<file path="config.mk">
export PLATFORM = sky130hd
export DESIGN_NAME = ro_freq_counter
export DESIGN_NICKNAME = d
export VERILOG_FILES = /design/src/rtl/ro_freq_counter.sv
export SDC_FILE = /design/constraint.sdc
export NUM_CORES = 1
export LEC_CHECK = 0
export CAP_MARGIN = 20
export CORE_MARGIN = 3
export CORE_UTILIZATION = 33
export CTS_CLUSTER_SIZE = 40
export DETAILED_ROUTE_END_ITERATION = 8
export PLACE_DENSITY_LB_ADDON = 0.08
export SYNTH_ARGS = -nofsm -noshare
export SYNTH_HDL_FRONTEND = slang
export SYNTH_SLANG_ARGS = --single-unit
</file>
<file path="constraint.sdc">
create_clock -name clk -period 1.9 [get_ports clk]
set_input_delay 0.285 -clock clk [delete_from_list [all_inputs] [get_ports clk]]
set_output_delay 0.285 -clock clk [all_outputs]
set_load 0.03 [all_outputs]
</file>
<file path="src/rtl/ro_freq_counter.sv">
// Ring-oscillator frequency counter.
// Enables the ring around a delay chain, synchronises its output into clk and
// counts rising edges over a programmable window. A start/done handshake
// returns the count plus a sticky saturation flag.
// Optional feature macro: RO_PRESCALE_EN adds a PRE_LOG2-bit divider clocked by
// ro_in in front of the synchroniser, so faster rings can be measured.
module ro_freq_counter #(
  parameter int CNT_W         = 16,
  parameter int WIN_W         = 16,
  parameter int SETTLE_CYCLES = 8,
  parameter int SYNC_STAGES   = 2
`ifdef RO_PRESCALE_EN
  ,
  parameter int PRE_LOG2      = 3
`endif
) (
  input  logic             clk,
  input  logic             rst_n,
  input  logic             start,
  input  logic             abort,
  input  logic [WIN_W-1:0] gate_cycles,
  input  logic             ro_in,
  output logic             ro_en,
  output logic             busy,
  output logic             done,
  output logic [CNT_W-1:0] count,
  output logic             overflow
);

  typedef enum logic [2:0] {
    S_IDLE   = 3'd0,
    S_SETTLE = 3'd1,
    S_GATE   = 3'd2,
    S_DRAIN  = 3'd3,
    S_DONE   = 3'd4
  } state_t;

  // Timer terminal values: SETTLE lasts SETTLE_CYCLES, DRAIN lasts SYNC_STAGES+1.
  localparam logic [7:0] SETTLE_LAST = 8'(SETTLE_CYCLES - 1);
  localparam logic [7:0] DRAIN_LAST  = 8'(SYNC_STAGES);

  state_t                 r_state;
  logic [7:0]             r_tmr;
  logic [WIN_W-1:0]       r_win;
  logic [CNT_W-1:0]       r_edge;
  logic                   r_ovf_acc;
  logic                   r_ro_en;
  logic                   r_busy;
  logic                   r_done;
  logic [CNT_W-1:0]       r_count;
  logic                   r_ovf;
  logic [SYNC_STAGES-1:0] r_sync;
  logic                   r_hist;
  logic                   w_sync_in;
  logic                   w_edge;

`ifdef RO_PRESCALE_EN
  logic [PRE_LOG2-1:0] r_pre;
  logic                w_pre_clr_n;

  // Divider is held cleared whenever the ring is disabled so every window
  // starts from the same prescaler phase.
  assign w_pre_clr_n = rst_n & r_ro_en;

  // Prescaler counting ring edges in the ro_in domain.
  always_ff @(posedge ro_in or negedge w_pre_clr_n) begin
    if (!w_pre_clr_n) r_pre <= '0;
    else              r_pre <= r_pre + 1'b1;
  end

  assign w_sync_in = r_pre[PRE_LOG2-1];
`else
  assign w_sync_in = ro_in;
`endif

  // Multi-flop synchroniser followed by a history flop for edge detection.
  always_ff @(posedge clk or negedge rst_n) begin
    if (!rst_n) begin
      r_sync <= '0;
      r_hist <= 1'b0;
    end else begin
      r_sync <= {r_sync[SYNC_STAGES-2:0], w_sync_in};
      r_hist <= r_sync[SYNC_STAGES-1];
    end
  end

  assign w_edge = r_sync[SYNC_STAGES-1] & ~r_hist;

  // Measurement FSM with registered handshake outputs and saturating counter.
  always_ff @(posedge clk or negedge rst_n) begin
    if (!rst_n) begin
      r_state   <= S_IDLE;
      r_tmr     <= '0;
      r_win     <= '0;
      r_edge    <= '0;
      r_ovf_acc <= 1'b0;
      r_ro_en   <= 1'b0;
      r_busy    <= 1'b0;
      r_done    <= 1'b0;
      r_count   <= '0;
      r_ovf     <= 1'b0;
    end else begin
      r_done <= 1'b0;
      case (r_state)
        S_IDLE, S_DONE: begin
          r_state <= S_IDLE;
          if (start) begin
            if (gate_cycles == '0) begin
              // Empty window: report a zero result without touching the ring.
              r_state <= S_DONE;
              r_done  <= 1'b1;
              r_count <= '0;
              r_ovf   <= 1'b0;
            end else begin
              r_win     <= gate_cycles;
              r_edge    <= '0;
              r_ovf_acc <= 1'b0;
              r_ro_en   <= 1'b1;
              r_busy    <= 1'b1;
              r_tmr     <= '0;
              r_state   <= S_SETTLE;
            end
          end
        end
        S_SETTLE: begin
          if (abort) begin
            r_state <= S_IDLE;
            r_ro_en <= 1'b0;
            r_busy  <= 1'b0;
            r_tmr   <= '0;
          end else if (r_tmr == SETTLE_LAST) begin
            r_tmr   <= '0;
            r_state <= S_GATE;
          end else begin
            r_tmr <= r_tmr + 8'd1;
          end
        end
        S_GATE: begin
          if (abort) begin
            r_state <= S_IDLE;
            r_ro_en <= 1'b0;
            r_busy  <= 1'b0;
            r_tmr   <= '0;
          end else begin
            if (w_edge) begin
              if (&r_edge) r_ovf_acc <= 1'b1;
              else         r_edge    <= r_edge + 1'b1;
            end
            if (r_win == WIN_W'(1)) begin
              r_state <= S_DRAIN;
              r_ro_en <= 1'b0;
            end
            r_win <= r_win - WIN_W'(1);
          end
        end
        S_DRAIN: begin
          if (abort) begin
            r_state <= S_IDLE;
            r_busy  <= 1'b0;
            r_tmr   <= '0;
          end else if (r_tmr == DRAIN_LAST) begin
            r_tmr   <= '0;
            r_state <= S_DONE;
            r_busy  <= 1'b0;
            r_done  <= 1'b1;
            r_count <= r_edge;
            r_ovf   <= r_ovf_acc;
          end else begin
            r_tmr <= r_tmr + 8'd1;
          end
        end
        default: begin
          r_state <= S_IDLE;
          r_ro_en <= 1'b0;
          r_busy  <= 1'b0;
        end
      endcase
    end
  end

  assign ro_en    = r_ro_en;
  assign busy     = r_busy;
  assign done     = r_done;
  assign count    = r_count;
  assign overflow = r_ovf;

endmodule

</file>
Yosys cells after proc, flatten, opt, wreduce, memory -nomap -nowiden
Cells that the tools add are included.

Memory bits (read-only): 0. Bits in latches: 0. Memories kept: 0. Register bits: 67. Bits of input ports: 21. Word-level logic and storage cells: 113. Bits in writable memories: 0. Output and inout port bits: 20.

Equality and inequality tests: 22. Muxes and demuxes: 57. Bitwise gates (word level): 3. Reduce and logical (&&, ||, !) cells: 16. $mul: 0. Add/subtract/negate cells: 3. Shift-type cells: 0. Div/mod/pow operators: 0. $lt $le $gt $ge: 0.

Operators by type and width (number): two-way mux 16 bit (12); one-hot mux 16 bit (2 select lines) (3); two-way mux 8 bit (7); one-hot mux 8 bit (4 select lines) (1); two-way mux 3 bit (8); != test 2 bit, second input constant (11); two-way mux 1 bit (20); adder 16 x 1 -> 16 bit, second input constant (1); equality test 16 x 1 -> 1 bit, second input constant (1); zero test 16 bit (1); AND reduction 16 bit (1); subtractor 16 x 1 -> 16 bit, second input constant (1); one-hot mux 3 bit (4 select lines) (1); AND reduction 4 bit (3); AND reduction 6 bit (2); AND reduction 5 bit (2); != test 3 bit, second input constant (3); adder 8 x 1 -> 8 bit, second input constant (1); equality test 8 x 2 -> 1 bit, second input constant (1); equality test 8 x 3 -> 1 bit, second input constant (1); equality test 3 x 2 -> 1 bit, second input constant (2); one-hot mux 1 bit (2 select lines) (3); one-hot mux 1 bit (4 select lines) (1); nonzero test 2 bit (2); 10 further kinds (12).

Logic depth before layout (Yosys ltp)
Gate-level depths: netlist of run 1.

Depth after elaboration: 5. Mapped depth: 8. Depth with buffers taken out: 7.

Worst setup path before layout of run 1
Ideal clock, no wire load.

Path kind: reg2reg. From: register r_win[6]. To: register r_win[14]. Slack: 0.033 ns. Required time: 1.778 ns. Stages on the path, launching flop included: 7. Data arrival time: 1.745 ns. Library setup time: 0.122 ns. Clock period less this slack: 1.867 ns. Buffers on the path: 1. Cells stage by stage: dfrtp_1 -> buf_2 -> or4_4 -> or3_4 -> nor4_1 -> o22ai_1 -> o2bb2ai_1.

Cells in the longest elaborated chain, start to end: 3.

Ends and longest elaborated chain: start, declared (RTL line 44) `logic [WIN_W-1:0] r_win;`; start signal, assigned (RTL line 115) `r_win <= gate_cycles;`; start signal, assigned (RTL line 153) `r_win <= r_win - WIN_W'(1);`; subtractor 16 x 1 -> 16 bit (RTL line 153); two-way mux 16 bit (RTL line 139) `if (abort) begin`; one-hot mux 16 bit (2 select lines) (RTL line 104) `case (r_state)`.

Every way passes these cells. The select of a mux whose other input is x is not followed. A chain may end at the register's enable or synchronous reset.

Worst setup path after layout of run 1
From: register r_win[8]. To: register r_win[14].

Same word-level chain as after synthesis.

==> flow_metrics.py, run 1 <==
metrics = {
    "sta": {
        "setup_viol": 1,
        "drv_slew": 0,
        "grt_setup_unrepaired": "true",
        "fmax_ghz": 0.519,
        "fin_crit_sh_pct": 102,
        "fin_tns_setup_ns": -0.0285,
        "finClkSkew_ns": 0.0118,
        "fin_ws_ns": -0.0285,
        "worst_pin_slew_ns": 0.553,
        "period_minus_slack_ns": 1.93,
        "hold_violations": 0,
        "relSlewSlack_pct": 63.1,
    },
    "setup_path": {
        "cp.depth": 5,
        "ff2ff_path_depth": 5,
        "worstReg2RegEnd": "r_win[14]$_DFFE_PN0P_",
        "arrival_ns": 2.15,
        "cp_data_required_time_ns": 2.13,
        "critPathBufInv": 0,
        "path_cells": "or4_4 > or3_4 > nor4_4 > o22ai_2 > o2bb2ai_2",
        "slowest_delay_ns": 0.54,
        "reg2reg_setup_slack_ns": -0.03,
        "critPathLaunch": "r_win[8]$_DFFE_PN0P_",
        "crit_slowest_cell": "or4_4",
        "cp_max_fo": 4,
        "startpoint_type": "register",
        "crit_family": "simple AND/OR/NAND/NOR gates",
        "crit_end": "r_win[14]$_DFFE_PN0P_",
        "critPathCaptureType": "register",
        "worst-setup-path-type": "reg -> reg",
        "regToRegStartpoint": "r_win[8]$_DFFE_PN0P_",
    },
    "routing": {
        "ant_nets": 0,
        "drcViolationCount": 0,
        "drt-total-wl_um": 9280,
        "wl_per_cell_um": 14.5,
        "firstDrtPassIters": 6,
        "vias": 3243,
        "via_per_inst": 5.06,
        "drt_first_iter_violations": 109,
    },
    "synthesis": {
        "synth_area_leaders": "dfrtp_1, nand2_1, nor2_1, o21ai_0, nor4_1",
        "avgSynthCellArea_um2": 9.28,
        "synth-async-reset-ratio_pct": 100,
        "synth_seq_cells": 67,
        "synth_ff_type": "dfrtp_1",
        "yosysMostFrequentCell": "dfrtp_1",
        "yosys.area.top_type": "dfrtp_1",
        "syn_area_mm2": 0.00359,
        "synth_nets": 414,
        "yosysUniqueCellTypes": 59,
        "ys_seq_area_share_pct": 46.7,
        "yosys_warnings": 0,
        "synthCells": 387,
        "synth_edf_count": 0,
        "yosys.area.top_type_share_pct": 46.7,
        "synth_common_cells": "dfrtp_1, nand2_1, nor2_1, o21ai_0, a21oi_1",
    },
    "placement": {
        "portBuffers": 40,
        "place_inst": 619,
        "post-dp-hpwl_um": 6310,
        "place_congestion": 0.847,
        "dp_slack_ns": -0.500,
    },
    "cells_and_area": {
        "area_growth_syn_to_layout_pct": 41.6,
        "layout.nets": 527,
        "layout.cells.non_filler": 641,
        "diodes": 0,
        "drive_gt1_share_pct": 28.9,
    },
    "die": {
        "initial_core_util_pct": 34.3,
        "die_h_um": 110,
        "num_rows": 37,
        "io_pins": 41,
        "core_area_mm2": 0.0105,
        "die-area_mm2": 0.0122,
        "die_x_um": 110,
    },
    "clock_network": {
        "root_buffer": "clkbuf_8",
        "htreeDepth": 3,
        "cts_tree": "done",
        "cts_sinks": 67,
        "clkSlewWorstSetupHoldPaths_ns": 0.08,
        "insertion_delay_ns": 0.34,
        "clk_path_buf_depth": 2,
        "cts_buffers": 9,
    },
    "power_and_ir_drop": {
        "ir_drop_v": 0.000483,
        "p_per_area_mw_per_mm2": 1040,
        "total_power_mw": 5.29,
        "leakage_nw": 2.16,
    },
    "global_route": {
        "grt_overflow": 0,
        "grtUsageTotal_pct": 16.5,
        "antenna_found_initial": 0,
        "grt_max_degree": 28,
        "grt_first_pass_wirelength_um": 15700,
        "grt_pass1_vias": 3133,
    },
    "job": {
        "drv_cap": 0,
    },
    "run_status": {
        "status": "complete, but fails checks",
        "violations": "setup timing",
    },
    "hold_path": {
        "min_path_type": "in -> reg",
    },
}
how the worst min path moves through the flow:
| stage | startpoint | endpoint | slack [ns] | cells after the start |
|---|---|---|---|---|
| 2_1_floorplan | rst_n | busy$_DFFE_PN0P_ | -0.01 | 0 |
| 3_3_place_gp | rst_n | r_tmr[3]$_DFFE_PN0P_ | 0.30 | 1 |
| 3_5_place_dp | rst_n | r_tmr[4]$_DFFE_PN0P_ | 0.30 | 1 |
| 4_1_cts | ro_in | r_sync[0]$_DFF_PN0_ | 0.35 | 1 |
| 5_1_grt | abort | r_state[1]$_DFFE_PN0P_ | 0.30 | 2 |
| 6_report | abort | r_state[1]$_DFFE_PN0P_ | 0.28 | 2 |
per-layer routing:
layer / GRT usage (%) / vias to the layer above / wire [um]
met5: 0 / - / 0
met4: 3.87 / 0 / 67
met3: 3.49 / 9 / 249
met2: 26.4 / 54 / 4360
met1: 22.9 / 1555 / 4600
li1: - / 1625 / -
kinds of logic after synthesis:
group,synth area share [%]
AOI/OAI and AO/OA,18.3
xor gates and xnor gates,3.66
adders and majority gates,2.09
buffers and inverters,3.73
DFF,46.7
muxes,0.279
and+or+nand+nor,25.3
power breakdown:
| group | switching [mW] | leakage (nW) | internal [mW] |
|---|---|---|---|
| Clock | 0.617 | 0.110 | 0.748 |
| Combinational | 1.05 | 1.17 | 0.969 |
| Sequential | 0.224 | 0.885 | 1.68 |
| Total | 1.90 | 2.16 | 3.40 |
layout by cell type, fill, tap and decap left out, drive strengths merged, types with 5 or more instances in the layout:
| master | Yosys | routed |
|---|---|---|
| xnor2 | 10 | 10 |
| buf | 9 | 81 |
| ha | 6 | 6 |
| nand2 | 55 | 55 |
| clkdlybuf4s50 | 0 | 38 |
| and3 | 6 | 6 |
| o21ai | 46 | 46 |
| nor4 | 18 | 18 |
| a21oi | 20 | 20 |
| nor2 | 39 | 39 |
| inv | 7 | 9 |
| nor3 | 14 | 14 |
| clkbuf | 11 | 9 |
| nand3 | 6 | 6 |
| xor2 | 5 | 5 |
| dfrtp | 67 | 67 |
| nand4 | 7 | 7 |
final cells by class:
type                    count  area [um2]
repair buffers            121        1060
multi-input cells         294        1930
well taps                 136         170
flip-flops and latches     67        1680
inverters                   7        26.3
clock inverters             7        98.8
clock buffers               9         124
fillers                  1032        5380
through the flow:
stage	area, um2	hold slack (ns)	utilization, %
global placement	4660	0.304	44.5
floorplan	3590	-0.0106	-
finish	5080	0.284	48.6
global route	5080	0.295	48.6
CTS	4950	0.353	47.3
detailed placement	4660	0.305	44.5
sequential cells by signal (all words and copies together), names as in the netlist:
| signal | flops |
|---|---|
| count | 16 |
| overflow | 1 |
| busy | 1 |
| r_state | 3 |
| ro_en | 1 |
| r_win | 16 |
| r_ovf_acc | 1 |
| r_edge | 16 |
| r_tmr | 8 |
| done | 1 |
| r_sync | 2 |
| r_hist | 1 |
repair_timing:
action / in CTS / in global routing
endpoints found under the setup margin: 21 / 46
resized for setup: 3 / 26
hold buffers: 1 / 0
setup buffers: 1 / 5
pin swaps: 2 / 8
gates cloned: 1 / 0
endpoints found under the hold margin: 18 / 0
No activity file was read; power rests on OpenSTA's default activity.
==> run 2: changes to the inputs <==
- TNS_END_PERCENT: not set -> 50
==> run 2 against run 1 <==
The run still ends with setup timing left. Critical path depth did not move. Register-to-register slack is essentially flat. Total power about the same. Utilization hardly changed. Clock power hardly changed. Die area stayed put. Final cell count unchanged. Flip-flop and latch count unchanged. Highest routed layer unchanged.
==> flow_metrics.py, run 2 (synthesis gave the netlist of run 1 again) <==
metrics = {
    "power_and_ir_drop": {
        "power_frac_comb_pct": 38.3,
        "swShare_pct": 35.8,
        "clkPwrFrac_pct": 25.7,
        "p_seq_share_pct": 36.0,
        "p_sw_mw": 1.90,
        "p_int_mw": 3.40,
        "p_per_area_mw_per_mm2": 1040,
        "leakage_nw": 2.16,
        "ir_drop_v": 0.000483,
    },
    "sta": {
        "fin_ws_ns": -0.0240,
        "setup_viol": 1,
        "hold_violations": 0,
        "drv_slew": 0,
        "finClkSkew_ns": 0.0110,
        "grt_setup_unrepaired": "true",
        "worst_pin_slew_ns": 0.553,
        "fin_tns_setup_ns": -0.0240,
        "fin_crit_sh_pct": 101,
        "fmax_ghz": 0.520,
        "period_minus_slack_ns": 1.92,
        "relSlewSlack_pct": 63.2,
    },
    "clock_network": {
        "cts_sinks": 67,
        "cts_tree": "done",
        "clkSlewWorstSetupHoldPaths_ns": 0.08,
        "clk_path_buf_depth": 2,
        "root_buffer": "clkbuf_8",
        "htreeDepth": 3,
        "insertion_delay_ns": 0.34,
        "cts_buffers": 9,
    },
    "die": {
        "initial_core_util_pct": 34.3,
        "die-area_mm2": 0.0122,
        "die_x_um": 110,
        "io_pins": 41,
        "die_h_um": 110,
        "core_area_mm2": 0.0105,
        "num_rows": 37,
    },
    "run_status": {
        "status": "complete, but fails checks",
        "violations": "setup timing",
    },
    "global_route": {
        "grt_first_pass_wirelength_um": 15700,
        "grt_pass1_vias": 3133,
        "grt_max_degree": 28,
        "grtUsageTotal_pct": 16.5,
        "antenna_found_initial": 0,
        "grt_overflow": 0,
    },
    "placement": {
        "place_congestion": 0.847,
        "post-dp-hpwl_um": 6310,
        "portBuffers": 40,
    },
    "hold_path": {
        "min_path_type": "in -> reg",
        "holdPathStages": 2,
        "holdPathEnd": "r_state[1]$_DFFE_PN0P_",
        "hold_start": "abort",
    },
    "cells_and_area": {
        "most-common-layout-cells": "buf_4, dfrtp_1, nand2_1, nor2_1, clkdlybuf4s50_1",
        "multiInputGateArea_mm2": 0.00193,
        "drive_gt1_share_pct": 28.9,
        "seq_area_mm2": 0.00168,
        "layout.nets": 527,
        "nFillCells": 1034,
        "utilization_pct": 48.6,
        "area_growth_syn_to_layout_pct": 41.5,
        "layout_commonest_cell": "buf_4",
        "diodes": 0,
    },
    "routing": {
        "drt_first_iter_violations": 117,
        "firstDrtPassIters": 4,
        "drcViolationCount": 0,
        "drt-total-wl_um": 9270,
        "vias": 3216,
        "wl_per_cell_um": 14.5,
        "via_per_inst": 5.02,
        "ant_nets": 0,
    },
    "setup_path": {
        "regToRegStartpoint": "r_win[8]$_DFFE_PN0P_",
        "ff2ff_path_depth": 5,
        "worst-setup-path-type": "reg -> reg",
        "worstReg2RegEnd": "r_win[14]$_DFFE_PN0P_",
        "critPathLaunch": "r_win[8]$_DFFE_PN0P_",
        "cp_data_required_time_ns": 2.13,
        "cp_max_fo": 4,
        "arrival_ns": 2.15,
        "startpoint_type": "register",
        "reg2reg_setup_slack_ns": -0.02,
        "critPathCaptureType": "register",
    },
    "job": {
        "drv_cap": 0,
    },
}
[run 2: cell counts in the layout (fill, tap and decap cells not counted)]
No cell type changed its count.
[run 2: routing by layer]
layer / routed length [um] / share of wire (%) / global-route usage (%) / up-vias
li1: - / - / - / 1621
met1: 4670 / 50 / 22.9 / 1541
met2: 4300 / 46 / 26.4 / 47
met3: 239 / 2.6 / 3.49 / 7
met4: 64 / 0.69 / 3.87 / 0
met5: 0 / 0 / 0 / -
[run 2: layout make-up]
cell class | instances | area share [%]
tap | 136 | 3.35
timing repair buffer | 121 | 20.7
clock buffer | 9 | 2.44
multi-input combinational | 294 | 38.0
clock inverter | 7 | 1.95
sequential | 67 | 33.1
inverter | 7 | 0.517
[run 2: worst max-delay path by stage]
stage          depth (start not counted)                     end
3_3_place_gp                           7   count[10]$_DFFE_PN0P_
6_report                               5   r_win[14]$_DFFE_PN0P_
3_5_place_dp                           8    count[6]$_DFFE_PN0P_
2_1_floorplan                          6   r_win[14]$_DFFE_PN0P_
5_1_grt                                5   r_win[14]$_DFFE_PN0P_
4_1_cts                                5  r_state[1]$_DFFE_PN0P_
[run 2: what timing repair did]
| action | in CTS | in global routing |
|---|---|---|
| resized for setup | 3 | 25 |
| setup endpoints to repair | 21 | 46 |
| pin swaps | 2 | 8 |
| buffers inserted | 1 | 5 |
| hold buffers | 1 | 0 |
| hold endpoints to repair | 18 | 0 |
| gates cloned | 1 | 0 |
[run 2: power by group through the flow]
stage	logic [mW]	registers, mW	clock network [mW]
2_1_floorplan	1.04	1.93	0
3_3_place_gp	1.90	1.92	0
3_5_place_dp	1.91	1.92	0
4_1_cts	1.97	1.90	1.41
5_1_grt	2.26	1.95	1.47
6_report	2.03	1.90	1.36
[run 2: through the flow]
step | cell area (um2) | power, mW | setup slack (ns) | std cells | hold WS (ns)
5_1_grt | 5080 | 5.67 | -0.0761 | 641 | 0.295
2_1_floorplan | 3590 | 2.97 | 0.0328 | 387 | -0.0106
6_report | 5080 | 5.29 | -0.0240 | 641 | 0.286
4_1_cts | 4950 | 5.27 | 0.00189 | 638 | 0.353
3_3_place_gp | 4660 | 3.82 | -0.392 | 619 | 0.304
3_5_place_dp | 4660 | 3.83 | -0.500 | 619 | 0.305
[run 2: worst max-delay path, cell delays in order (launching register included)]
cell and delay [ns]:
dfrtp_1 0.38, or4_4 0.55, or3_4 0.38, nor4_4 0.24
o22ai_2 0.13, o2bb2ai_2 0.13
==> run 3: changes to the inputs <==
- ABC_CLOCK_PERIOD_IN_PS: not set -> 1900
==> results of run 3 <==
Final layout, timing and power as in run 2 (identical DEF).
==> variant 1, RTL diff (settings of run 2) <==
Set the parameter `CNT_W` to 12 (it was 16).
--- a/src/rtl/ro_freq_counter.sv
+++ b/src/rtl/ro_freq_counter.sv
@@ -7,3 +7,3 @@
 module ro_freq_counter #(
-  parameter int CNT_W         = 16,
+  parameter int CNT_W         = 12,
   parameter int WIN_W         = 16,
Ports: changed (resized count); port bits go from 41 to 37. No check against the original RTL was run, so the function may have changed too.
==> variant 1 against run 2 <==
The run still ends with setup timing left. Sequential cell count down 8. Non-clock buffer count down 2. Final area down 9.1%. Setup slack better by 0.015 ns. Synthesized area down 13%. Power up 0.87%. Critical path depth unchanged. Critical path type unchanged. First-iteration DRC count up 4.3%. Largest power group unchanged. Count of clock-buffer cells in the layout up 1. Routed wire length down 7.0%. Combinational power up 5%. Die area down 12%.
==> variant 1: results (changes against run 2) <==
stage	metric	value	unit	change
timing	Hold WS	0.349	ns	was 0.286 ns
cells_and_area	Design Area, Final	0.00462	mm^2	was 0.00508 mm^2
timing	slew margin rel.	63.2	%	about the same
worst_setup_path	CP max FO	5		was 4
global_routing	first-pass GRT wire length	13900	um	was 15,700 um
timing	Fin Setup TNS	-0.00871	ns	was -0.0240 ns
placement	Final GP Congestion	0.817		was 0.847
power	maximum VDD drop	0.597	mV	was 0.483 mV
synth	Synth top cells by count	dfrtp_1, nand2_1, nor2_1		unchanged
status	outcome	finished with violations		unchanged
cells_and_area	Non-CTS buffers	119		was 121
worst_hold_path	class of the most critical hold timing path	flop to flop		was primary input to flop
routing	routed length on met2	4000	um	was 4300 um
worst_setup_path	Critical Path Sink	r_win[10]$_DFFE_PN0P_		was r_win[14]$_DFFE_PN0P_
routing	Vias/cell	5.02		about the same
synth	Cells after Synth	320		was 387
placement	post-DP HPWL	6380	um	was 6310 um
cells_and_area	Non-Filler Instances	567		was 641
cells_and_area	register area	0.00148	mm^2	was 0.00168 mm^2
power	Leak Pwr	2.01	nW	was 2.16 nW
timing	setup violators final	1		unchanged
cells_and_area	Net count, final	463		was 527
global_routing	met1 Use GR	23.2	%	was 22.9%
synth	post-synthesis sequential area ratio	47.2	%	was 46.7%
routing	Iter 0 DRT Violations	122		was 117
status	failing checks	setup timing		unchanged
timing	Final Worst Setup Slack	-0.00871	ns	was -0.0240 ns
worst_hold_path	WHS Path Cells	0		was 2
## variant 1: cell types whose count changed in the layout (fill, tap and decap cells not counted), sizes merged, moves of 7 or more
cell,delta
o21ai,-22
nor4,-7
nor2,-12
a22o,+12
dfrtp,-8
nand2,-26
nand3,+7
## variant 1: repair_timing
| item | in CTS | in global routing |
|---|---|---|
| hold buffers | 1 | 0 |
| setup endpoints to repair | 18 | 46 |
| gates cloned | 0 | 0 |
| endpoints found under the hold margin | 16 | 0 |
| pin swaps | 4 | 5 |
| gates resized for setup | 8 | 26 |
| setup buffers | 2 | 2 |
## variant 1: logic make-up (layout without fill, tap and decap cells)
group | after synthesis | count (layout) | synth area share (%)
adders and majority gates | 6 | 6 | 2.40
buffers and inverters | 21 | 142 | 2.92
AOI/OAI and AO/OA | 95 | 95 | 20.7
DFF | 59 | 59 | 47.2
xor gates and xnor gates | 9 | 9 | 2.52
muxes | 5 | 5 | 1.64
and+or+nand+nor | 125 | 125 | 22.6
==> variant 2, RTL diff (flow settings as in run 2) <==
Made on the original files. Encoding of `state_t`: now one-hot (5 bits for 5 states).
--- a/src/rtl/ro_freq_counter.sv
+++ b/src/rtl/ro_freq_counter.sv
@@ -29,8 +29,8 @@
 
-  typedef enum logic [2:0] {
-    S_IDLE   = 3'd0,
-    S_SETTLE = 3'd1,
-    S_GATE   = 3'd2,
-    S_DRAIN  = 3'd3,
-    S_DONE   = 3'd4
+  typedef enum logic [4:0] {
+    S_IDLE   = 5'b00001,
+    S_SETTLE = 5'b00010,
+    S_GATE   = 5'b00100,
+    S_DRAIN  = 5'b01000,
+    S_DONE   = 5'b10000
   } state_t;
Check against the original RTL: same outputs for any inputs over 10 cycles, from zero or initial values and one cycle with rst_n low; not proved beyond that.
==> variant 2 against run 2 <==
Final area rose by 16%. Global-route usage rose by 1.5 points. Synthesized area rose by 4.3%. Setup slack got worse by 0.072 ns. Via count rose by 14%. Clock skew fell by 0.0041 ns. The run still ends with setup timing left. Routed wire length rose by 21%. Power rose by 20%. Combinational power rose by 20%. Largest cell class unchanged. Maximum frequency fell by 3.6%. Sequential cell count rose by 2.
==> variant 2: results (changes against run 2) <==
stage	metric	value	unit	change
status	outcome	finished with violations		unchanged
status	failing checks	setup timing		unchanged
routing	1st-pass router iterations	4		unchanged
placement	Final GP Congestion	0.819		was 0.847
synth	async set-reset flop share out of synthesis	100	%	unchanged
timing	setup violators final	11		was 1
worst_hold_path	class of the most critical hold timing path	flop to flop		was primary input to flop
global_routing	first-pass GRT wire length	18300	um	was 15,700 um
cts	clock latency on the worst-skew pair	0.34	ns	about the same
cells_and_area	Layout fillers	1027		was 1,034
power	maximum VDD drop	0.786	mV	was 0.483 mV
placement	dpl cell area	0.00500	mm^2	was 0.00466 mm^2
power	sw frac	33.5	%	was 35.8%
worst_setup_path	CP arrival	2.26	ns	was 2.15 ns
global_routing	total track usage	18.0	%	was 16.5%
power	Leak Pwr	2.47	nW	was 2.16 nW
synth	top_reg_cell synth	dfrtp_1		unchanged
routing	routed len/inst	16.2	um	was 14.5 um
cts	clock buffer depth	2		unchanged
synth	synth unique cells	58		was 59
cts	H-tree levels	3		unchanged
cts	CTS root buf	clkbuf_16		was clkbuf_8
global_routing	largest net degree at the start of global routing	36		was 28
timing	slew margin rel.	60.4	%	was 63.2%
timing	Hold WS	0.345	ns	was 0.286 ns
cts	clock buffer count from CTS	9		unchanged
placement	Port Buffer Count	40		unchanged
cells_and_area	share of cells above drive strength 1	35.9	%	was 28.9%
timing	Layout Skew	0.00691	ns	was 0.0110 ns
cells_and_area	n_diodes	0		unchanged
global_routing	number of global-route vias before repair	3682		was 3,133
placement	post-DP HPWL	7830	um	was 6310 um
routing	Iter 0 DRT Violations	172		was 117
global_routing	initial antenna violation count	0		unchanged
synth	top cells by area, synth	dfrtp_1, o21ai_0, nand2_1		was dfrtp_1, nand2_1, nor2_1
cts	Worst-path clk slew	0.06	ns	was 0.08 ns
synth	Synth top cells by count	dfrtp_1, nand2_1, o21ai_0		was dfrtp_1, nand2_1, nor2_1
timing	Final Worst Setup Slack	-0.0960	ns	was -0.0240 ns
worst_setup_path	CP max FO	8		was 4
synth	YS warnings	0		unchanged
cells_and_area	Net count, final	573		was 527
synth	Syn Nets	441		was 414
routing	Vias/cell	5.32		was 5.02
synth	post-synthesis sequential area ratio	46.1	%	was 46.7%
## variant 2: cell types whose count changed after synthesis, moves of 10 or more
cell	before	now
nand3_1	6	17
o31ai_1	1	13
o21ai_0	24	40
o21ai_1	11	1
o21ai_2	11	0
nor2_1	39	26
a21oi_1	19	29
or4_1	0	13
## variant 2: timing repair
action,CTS,global route
gates cloned,3,0
setup buffers,3,6
hold buffers,1,0
pin swaps,26,22
endpoints found under the setup margin,26,61
endpoints found under the hold margin,19,0
gates resized for setup,43,54
## variant 2: logic make-up after synthesis
logic type | after synthesis | synth area share, %
adders and majority gates | 6 | 2.00
buffers and inverters | 36 | 4.28
AOI/OAI and AO/OA | 132 | 22.7
DFF | 69 | 46.1
muxes | 1 | 0.301
and+or+nand+nor | 167 | 23.8
xor gates and xnor gates | 3 | 0.702
## variant 2: final timing paths
check / end / startpoint / depth (start not counted)
hold reg to reg: r_sync[1]$_DFF_PN0_ / r_sync[0]$_DFF_PN0_ / 0
hold / removal: r_sync[1]$_DFF_PN0_ / r_sync[0]$_DFF_PN0_ / 0
max in group asynchronous: r_state[0]$_DFFE_PN1P_ / rst_n / 3
setup / recovery: r_edge[14]$_DFFE_PN0P_ / r_state[0]$_DFFE_PN1P_ / 6
min in group asynchronous: r_edge[10]$_DFFE_PN0P_ / rst_n / 2
setup reg to reg: r_edge[14]$_DFFE_PN0P_ / r_state[0]$_DFFE_PN1P_ / 6
## variant 2: power by group through the flow
stage                     Sequential, mW  Combinational (mW)  Clock (mW)
final                               1.93                2.43        2.01
after global routing                1.96                2.65        2.13
after CTS                           1.91                2.27        2.06
after detailed placement            1.92                1.96           0
after global placement              1.92                1.94           0
after floorplan                     1.92                1.04           0
## variant 2: through the flow
| stage | instances | setup WS (ns) | setup TNS (ns) |
|---|---|---|---|
| floorplan | 414 | -0.0163 | -0.0163 |
| global placement | 664 | -0.357 | -15.22 |
| detailed placement | 664 | -0.427 | -15.34 |
| CTS | 687 | -0.0818 | -0.559 |
| global route | 691 | -0.194 | -2.17 |
| finish | 691 | -0.0960 | -0.683 |
## variant 2: critical path, cell delays in order, from the launching register on
cell and delay, ns:
dfstp_2 0.55, xnor2_2 0.08, nand3b_1 0.22, a22o_4 0.29, buf_12 0.15, or4_4 0.51, a21oi_2 0.14
## variant 2: layer usage
metal | global-route usage (%) | up-vias | routed length (um)
li1 | - | 1815 | -
met3 | 4.85 | 9 | 409
met4 | 3.93 | 0 | 91
met1 | 24.3 | 1791 | 5330
met5 | 0 | - | 0
met2 | 28.9 | 63 | 5380
## variant 2: cell type report
class	instances	area, um^2	area share, %
inverters	13	48.8	0.829
repair buffers	144	1340	22.7
clock buffers	11	253	4.29
flip-flops and latches	69	1730	29.4
multi-input cells	309	2240	38.0
well taps	140	175	2.97
clock inverters	5	106	1.81
